[config.mk]
export PLATFORM = sky130hd
export DESIGN_NAME = util_axis_uart_packer
export DESIGN_NICKNAME = d
export VERILOG_FILES = /design/src/rtl/util_axis_uart_packer.sv
export SDC_FILE = /design/constraint.sdc
export NUM_CORES = 1
export LEC_CHECK = 0
export ABC_AREA = 1
export BUFFER_PORTS_ARGS = -buffer_cell sky130_fd_sc_hd__buf_4
export CELL_PAD_IN_SITES_DETAIL_PLACEMENT = 1
export CELL_PAD_IN_SITES_GLOBAL_PLACEMENT = 1
export CORE_UTILIZATION = 35
export CTS_CLUSTER_SIZE = 30
export DETAILED_ROUTE_END_ITERATION = 16
export PLACE_DENSITY = 0.72
export SYNTH_ARGS = -nofsm -noshare
export SYNTH_HDL_FRONTEND = slang
export SYNTH_SLANG_ARGS = --single-unit
[constraint.sdc]
create_clock -name aclk -period 2.09 [get_ports aclk]
set_clock_uncertainty 0.15 [all_clocks]
set_input_delay 0.209 -clock aclk [delete_from_list [all_inputs] [get_ports aclk]]
set_output_delay 0.209 -clock aclk [all_outputs]
set_load 0.02 [all_outputs]
[src/rtl/util_axis_uart_packer.sv]
// Packs the byte stream from util_axis_uart's receive port into bus_width-byte
// little-endian AXI-Stream words, flushing partial words on idle timeout or delimiter.
module util_axis_uart_packer #(
  parameter int         bus_width      = 4,
  parameter int         timeout_cycles = 1000,
  parameter bit         delim_ena      = 1'b0,
  parameter logic [7:0] delim_char     = 8'h0D
) (
  input  logic                   aclk,
  input  logic                   arstn,
  input  logic [7:0]             s_axis_tdata,
  input  logic                   s_axis_tvalid,
  output logic                   s_axis_tready,
  output logic [bus_width*8-1:0] m_axis_tdata,
  output logic [bus_width-1:0]   m_axis_tkeep,
  output logic                   m_axis_tlast,
  output logic                   m_axis_tvalid,
  input  logic                   m_axis_tready,
  output logic [0:0]             dbg_state_o
);

  localparam int CW = $clog2(bus_width + 1);
  localparam int TW = (timeout_cycles > 0) ? $clog2(timeout_cycles + 1) : 1;
  localparam logic [TW-1:0] TIMEOUT_V = TW'(timeout_cycles);
  localparam logic [CW-1:0] LAST_LANE = CW'(bus_width - 1);

  localparam logic [0:0] ST_FILL = 1'b0;
  localparam logic [0:0] ST_PEND = 1'b1;

  logic [0:0]             state_q, state_d;
  logic [bus_width*8-1:0] data_q, data_d;
  logic [CW-1:0]          cnt_q, cnt_d;
  logic                   last_q, last_d;
  logic [TW-1:0]          timer_q, timer_d;
  logic [bus_width*8-1:0] m_data_q, m_data_d;
  logic [bus_width-1:0]   m_keep_q, m_keep_d;
  logic                   m_last_q, m_last_d;
  logic                   m_valid_q, m_valid_d;

  logic                   done;
  logic                   accept;
  logic                   xfer;
  logic [bus_width-1:0]   keep_w;

  // Handshakes: a beat moves on a rising edge where valid & ready are both high;
  // valid never depends combinationally on ready on either port.
  assign done          = (state_q == ST_PEND);
  assign s_axis_tready = arstn & ~done;
  assign accept        = s_axis_tvalid & s_axis_tready;
  assign xfer          = done & (~m_valid_q | m_axis_tready);

  assign m_axis_tdata  = m_data_q;
  assign m_axis_tkeep  = m_keep_q;
  assign m_axis_tlast  = m_last_q;
  assign m_axis_tvalid = m_valid_q;
  assign dbg_state_o   = state_q;

  always_comb begin
    keep_w = '0;
    for (int i = 0; i < bus_width; i++) begin
      keep_w[i] = (CW'(i) < cnt_q);
    end
  end

  always_comb begin
    state_d   = state_q;
    data_d    = data_q;
    cnt_d     = cnt_q;
    last_d    = last_q;
    timer_d   = timer_q;
    m_data_d  = m_data_q;
    m_keep_d  = m_keep_q;
    m_last_d  = m_last_q;
    m_valid_d = m_valid_q;

    if (xfer) begin
      // Unused lanes are already zero because the accumulator clears per word.
      m_data_d  = data_q;
      m_keep_d  = keep_w;
      m_last_d  = last_q;
      m_valid_d = 1'b1;
      data_d    = '0;
      cnt_d     = '0;
      last_d    = 1'b0;
      timer_d   = '0;
      state_d   = ST_FILL;
    end else if (m_valid_q && m_axis_tready) begin
      m_valid_d = 1'b0;
    end

    if (accept) begin
      for (int i = 0; i < bus_width; i++) begin
        if (cnt_q == CW'(i)) data_d[i*8 +: 8] = s_axis_tdata;
      end
      cnt_d   = cnt_q + 1'b1;
      timer_d = '0;
      if (cnt_q == LAST_LANE) begin
        state_d = ST_PEND;
        last_d  = 1'b0;
      end
      if (delim_ena && (s_axis_tdata == delim_char)) begin
        state_d = ST_PEND;
        last_d  = 1'b1;
      end
    end else if ((timeout_cycles > 0) && !done && (cnt_q != '0)) begin
      if (timer_q == TIMEOUT_V) begin
        state_d = ST_PEND;
        last_d  = 1'b1;
      end else begin
        timer_d = timer_q + 1'b1;
      end
    end
  end

  always_ff @(posedge aclk or negedge arstn) begin
    if (!arstn) begin
      state_q   <= ST_FILL;
      data_q    <= '0;
      cnt_q     <= '0;
      last_q    <= 1'b0;
      timer_q   <= '0;
      m_data_q  <= '0;
      m_keep_q  <= '0;
      m_last_q  <= 1'b0;
      m_valid_q <= 1'b0;
    end else begin
      state_q   <= state_d;
      data_q    <= data_d;
      cnt_q     <= cnt_d;
      last_q    <= last_d;
      timer_q   <= timer_d;
      m_data_q  <= m_data_d;
      m_keep_q  <= m_keep_d;
      m_last_q  <= m_last_d;
      m_valid_q <= m_valid_d;
    end
  end

endmodule

### After elaboration in Yosys (flattened, before gate mapping)

Index checks and enable logic that the tools add are counted.
W data, S select, Z words.

* add/sub/neg operators: 2
* magnitude comparators: 4
* eq/ne operators: 4
* multiplexer cells: 24
* bitwise logic cells: 6
* reduce and logical (&&, ||, !) cells: 7

Operators by type and width (count)
* $mux W32: 2
* $mux W10: 4
* $mux W8: 4
* $mux W1: 12
* $add A10 B1 Y10 const B: 1
* $eq A10 B10 Y1 const B: 1
* $eq A3 B2 Y1 const B: 2
* $lt A1 B3 Y1 const A: 2
* $lt A2 B3 Y1 const A: 2
* $mux W3: 2
* $reduce_bool A2 Y1: 2
* $add A3 B1 Y3 const B: 1
* $and A1 B1 Y1: 3
* $eq A3 B1 Y1 const B: 1
* $logic_not A3 Y1: 1
* $reduce_bool A3 Y1: 1
* $logic_and A1 B1 Y1: 2
* $not A1 Y1: 2
* $logic_not A1 Y1: 1
* $or A1 B1 Y1: 1

* bits in registers: 85
* input bits: 12
* output and inout port bits: 40
* logic and storage cells: 56

### Logic depth before layout (Yosys ltp)

* depth in word-level cells: 7
* gate-level depth with buffers: 10
* gate-level depth less buffers: 9

### Least setup slack after synthesis

OpenSTA, ideal clock, no wires.

* kind: reg-to-reg
* start point: reg cnt_q[0]
* end point: reg timer_q[3]
* setup time: 0.071 ns
* arrival: 1.436 ns
* required time: 1.869 ns
* path slack: 0.433 ns
* stages on the path, launching flop included: 11
* path buffers: 1
* period minus slack after synthesis: 1.657 ns
* cells stage by stage: dfrtp_1 inv_1 ha_1 inv_1 nor2_1 nor2_2 buf_4 nand3_1 nand2_1 inv_1 nor2_1

* word-level cells in the longest chain between the ends: 4

Ends and longest elaborated chain
* start, declared: RTL line 32 `logic [CW-1:0] cnt_q, cnt_d;`
* start signal, assigned: RTL line 129 `cnt_q <= cnt_d;`
* $reduce_bool A3 Y1: RTL line 105 `end else if ((timeout_cycles > 0) && !done && (cnt_q != '0)) begin`
* $logic_and A1 B1 Y1: RTL line 105
* $mux W10: RTL line 105
* $mux W10: RTL line 91 `if (accept) begin`
* via timer_d[3]: RTL line 34 `logic [TW-1:0] timer_q, timer_d;`
* end signal, assigned: RTL line 131 `timer_q <= timer_d;`
* end, declared: RTL line 34

The timed path passes the listed nets, and every way through them passes these cells.
A chain may end at the register's enable or synchronous reset.

### Final worst setup path

* start point: reg cnt_q[0]
* end point: reg timer_q[2]

The elaborated chain is that of the path after synthesis.

==> metrics.txt <==
status=finished clean; Tot Pwr=5.99 mW; commonest cells after routing, fill and taps aside=nand2_1, dfrtp_1, buf_4; Max clock buf depth=2; # Post-CTS Setup Buffers=0; Worst Setup End Kind=register; first-pass GRT wire length=15.2 mm; clk slew on worst S/H paths=0.09 ns; Congestion Overflow GR=0; Avg Cell Area, Syn=8.94 µm²; Final Max Slew Viols=0; Sw Share=38.2%; area of the multi-input gates=1320 µm²; TritonCTS Sinks=85; Worst Path Required=2.19 ns; Syn. warnings=0; largest net degree at the start of global routing=86; Critical Path Most Common Cell=inv_1; vias in the first global route=3046; part of the power in registers=44.7%; Unique masters post-synth=29; Core ar.=10300 µm²; Layout Nets=481; FILL cells=1243; proportion of layout cells with a drive suffix above 1=19.8%; Seq/Total Area, Yosys=57.7%; FF-to-FF Start=cnt_q[0]; min Tclk post-route=1.90 ns; total track usage=17.7%; Reg2Reg Setup Slack=0.19 ns; worst r2r dst=timer_q[2]; Cell Int Power=3.70 mW; Core Util, Final=43.2%; Starting Density=35.9%; Slew @ Worst Pin=0.610 ns; Slowest cell on crit path=dfrtp_2; Arr. time, crit path=2.00 ns; Hold Crit Start=s_axis_tdata[2]; WL per Instance=14.8 µm; via count=2919; Final TNS setup=0 ns; drt total wl=8.95 mm; Num CTS Buffers=9; worst setup margin=0.187 ns; Fmax=525 MHz; combinational share of power=34.9%; Clock Power Share=20.4%; drt drc=0; die area=10900 µm²; Clock Latency Late Sink=0.35 ns; Pleak=2.37 nW; dpl ws=0.168 ns; initial antenna violation count=0; max incr delay on CP=0.47 ns; Inserted Diodes=0; final hold vios=0; commonest non-fill, non-tap cell in the layout=nand2_1; hold depth=3; Die H=105 µm; hpwl dp=6.07 mm; crit path max fanout=10; switching power=2.29 mW; Post-Syn Area=3680 µm²; htree depth=3; Slew headroom=59.3%; kind of critical path=reg2reg; final period utilization=91.1%; Mapped Cells=412; vias per cell=4.82; Synth Net Count=429; peak supply drop=0.520 mV; final setup fails=0; Die Wd=105 µm; Reg area=2130 µm²; Hold Path Sink=data_q[26]; CP cell instances=inv_1 > ha_1 > inv_1 > nor2_1 > nor2_2 > buf_4 > inv_1 > o21ai_0 > nand2_1 > nor2_1; FF-to-FF path depth=10; Max Cap Viol=0; Hold WS=0.0316 ns; hold crit path type=in2reg; count of input and output buffers=51; cell chosen for the clock root=clkbuf_8; GP Congestion=0.764; fin cells=605; RSZ-0062 raised after global routing=no; Pwr Density=1350 nW/µm²; CTS tree=done; Area growth, synth to finish=20.4%; Final Instance Area=4440 µm²; Pre-antenna DRT Iters=4; Iter 0 DRT Violations=150; dpl cell area=4210 µm²; antenna-violating nets left=0; Yosys reg bits=85; site row count=37; placed instance count=587; startpoint class of the critical path=register; Ports=52
## sequential cells by signal, summed over array words and instances, names as in the netlist
register and cells:
data_q 32, m_axis_tdata 32, m_axis_tkeep 4, dbg_state_o 1
cnt_q 3, m_axis_tlast 1, last_q 1, m_axis_tvalid 1
timer_q 10
## worst max path at each step
stage	from	endpoint	slack (ns)	depth (start not counted)
3_5_place_dp	cnt_q[0]	timer_q[7]	0.17	10
5_1_grt	cnt_q[0]	timer_q[4]	0.04	10
6_report	cnt_q[0]	timer_q[2]	0.19	10
4_1_cts	cnt_q[0]	timer_q[7]	0.14	10
3_3_place_gp	cnt_q[0]	timer_q[2]	0.29	10
2_1_floorplan	cnt_q[0]	timer_q[3]	0.43	10
## synth_stat cells, drive strengths merged
cell type	n	share of area [%]
o22ai	1	0.17
a21o	1	0.20
a31oi	1	0.17
o21ai	42	6.5
nand3b	2	0.41
buf	16	2.4
ha	5	1.7
xor2	2	0.48
a21oi	4	0.54
inv	38	4.0
nand2	139	14
nand4	4	1.1
xnor2	1	0.24
nand3	49	7.3
nor2	21	2.5
dfrtp	85	58
clkbuf	1	0.10
## critical path: cells and delay by family, from the launching register on
kind / cells / cell delay [ns]
DFF: 1 / 0.47
buffers and inverters: 4 / 0.47
AOI/OAI and AO/OA: 1 / 0.08
adders and majority gates: 1 / 0.17
and+or+nand+nor: 4 / 0.47
## logic make-up (layout without fill, tap and decap cells)
group           after synthesis  in the layout  share of synthesized area [%]
compound gates               49             49                           7.61
buf+inv                      55            112                           6.52
fa+ha+maj                     5              5                           1.70
simple gates                215            215                           25.7
xor+xnor                      3              3                          0.713
flops                        85             85                           57.7
## power groups by stage
| stage | combinational, mW | sequential [mW] | clock (mW) |
|---|---|---|---|
| 2_1_floorplan | 0.977 | 2.98 | 0 |
| 4_1_cts | 2.12 | 2.69 | 1.26 |
| 3_3_place_gp | 2.04 | 2.69 | 0 |
| 5_1_grt | 2.35 | 2.77 | 1.32 |
| 3_5_place_dp | 2.10 | 2.71 | 0 |
| 6_report | 2.09 | 2.68 | 1.22 |
## routing by layer
layer	part of all wire, %	global-route usage, %	vias to the layer above
met5	0	0	-
met4	1.8	7.65	0
met3	2.8	3.24	12
met2	47	27.9	43
met1	48	24.0	1454
li1	-	-	1410
## cell type report
type	instances	area share [%]
timing repair buffer	58	10.5
inverter	38	3.33
clock buffer	10	3.10
sequential	85	48.0
multi-input combinational	272	29.7
tap	136	3.83
clock inverter	6	1.55
## timing repair
item | in CTS | in global routing
endpoints found under the setup margin | 0 | 2
resized for setup | 0 | 1
endpoints found under the hold margin | 87 | 0
hold buffers | 2 | 0
Power figures use the tool's default switching activity.
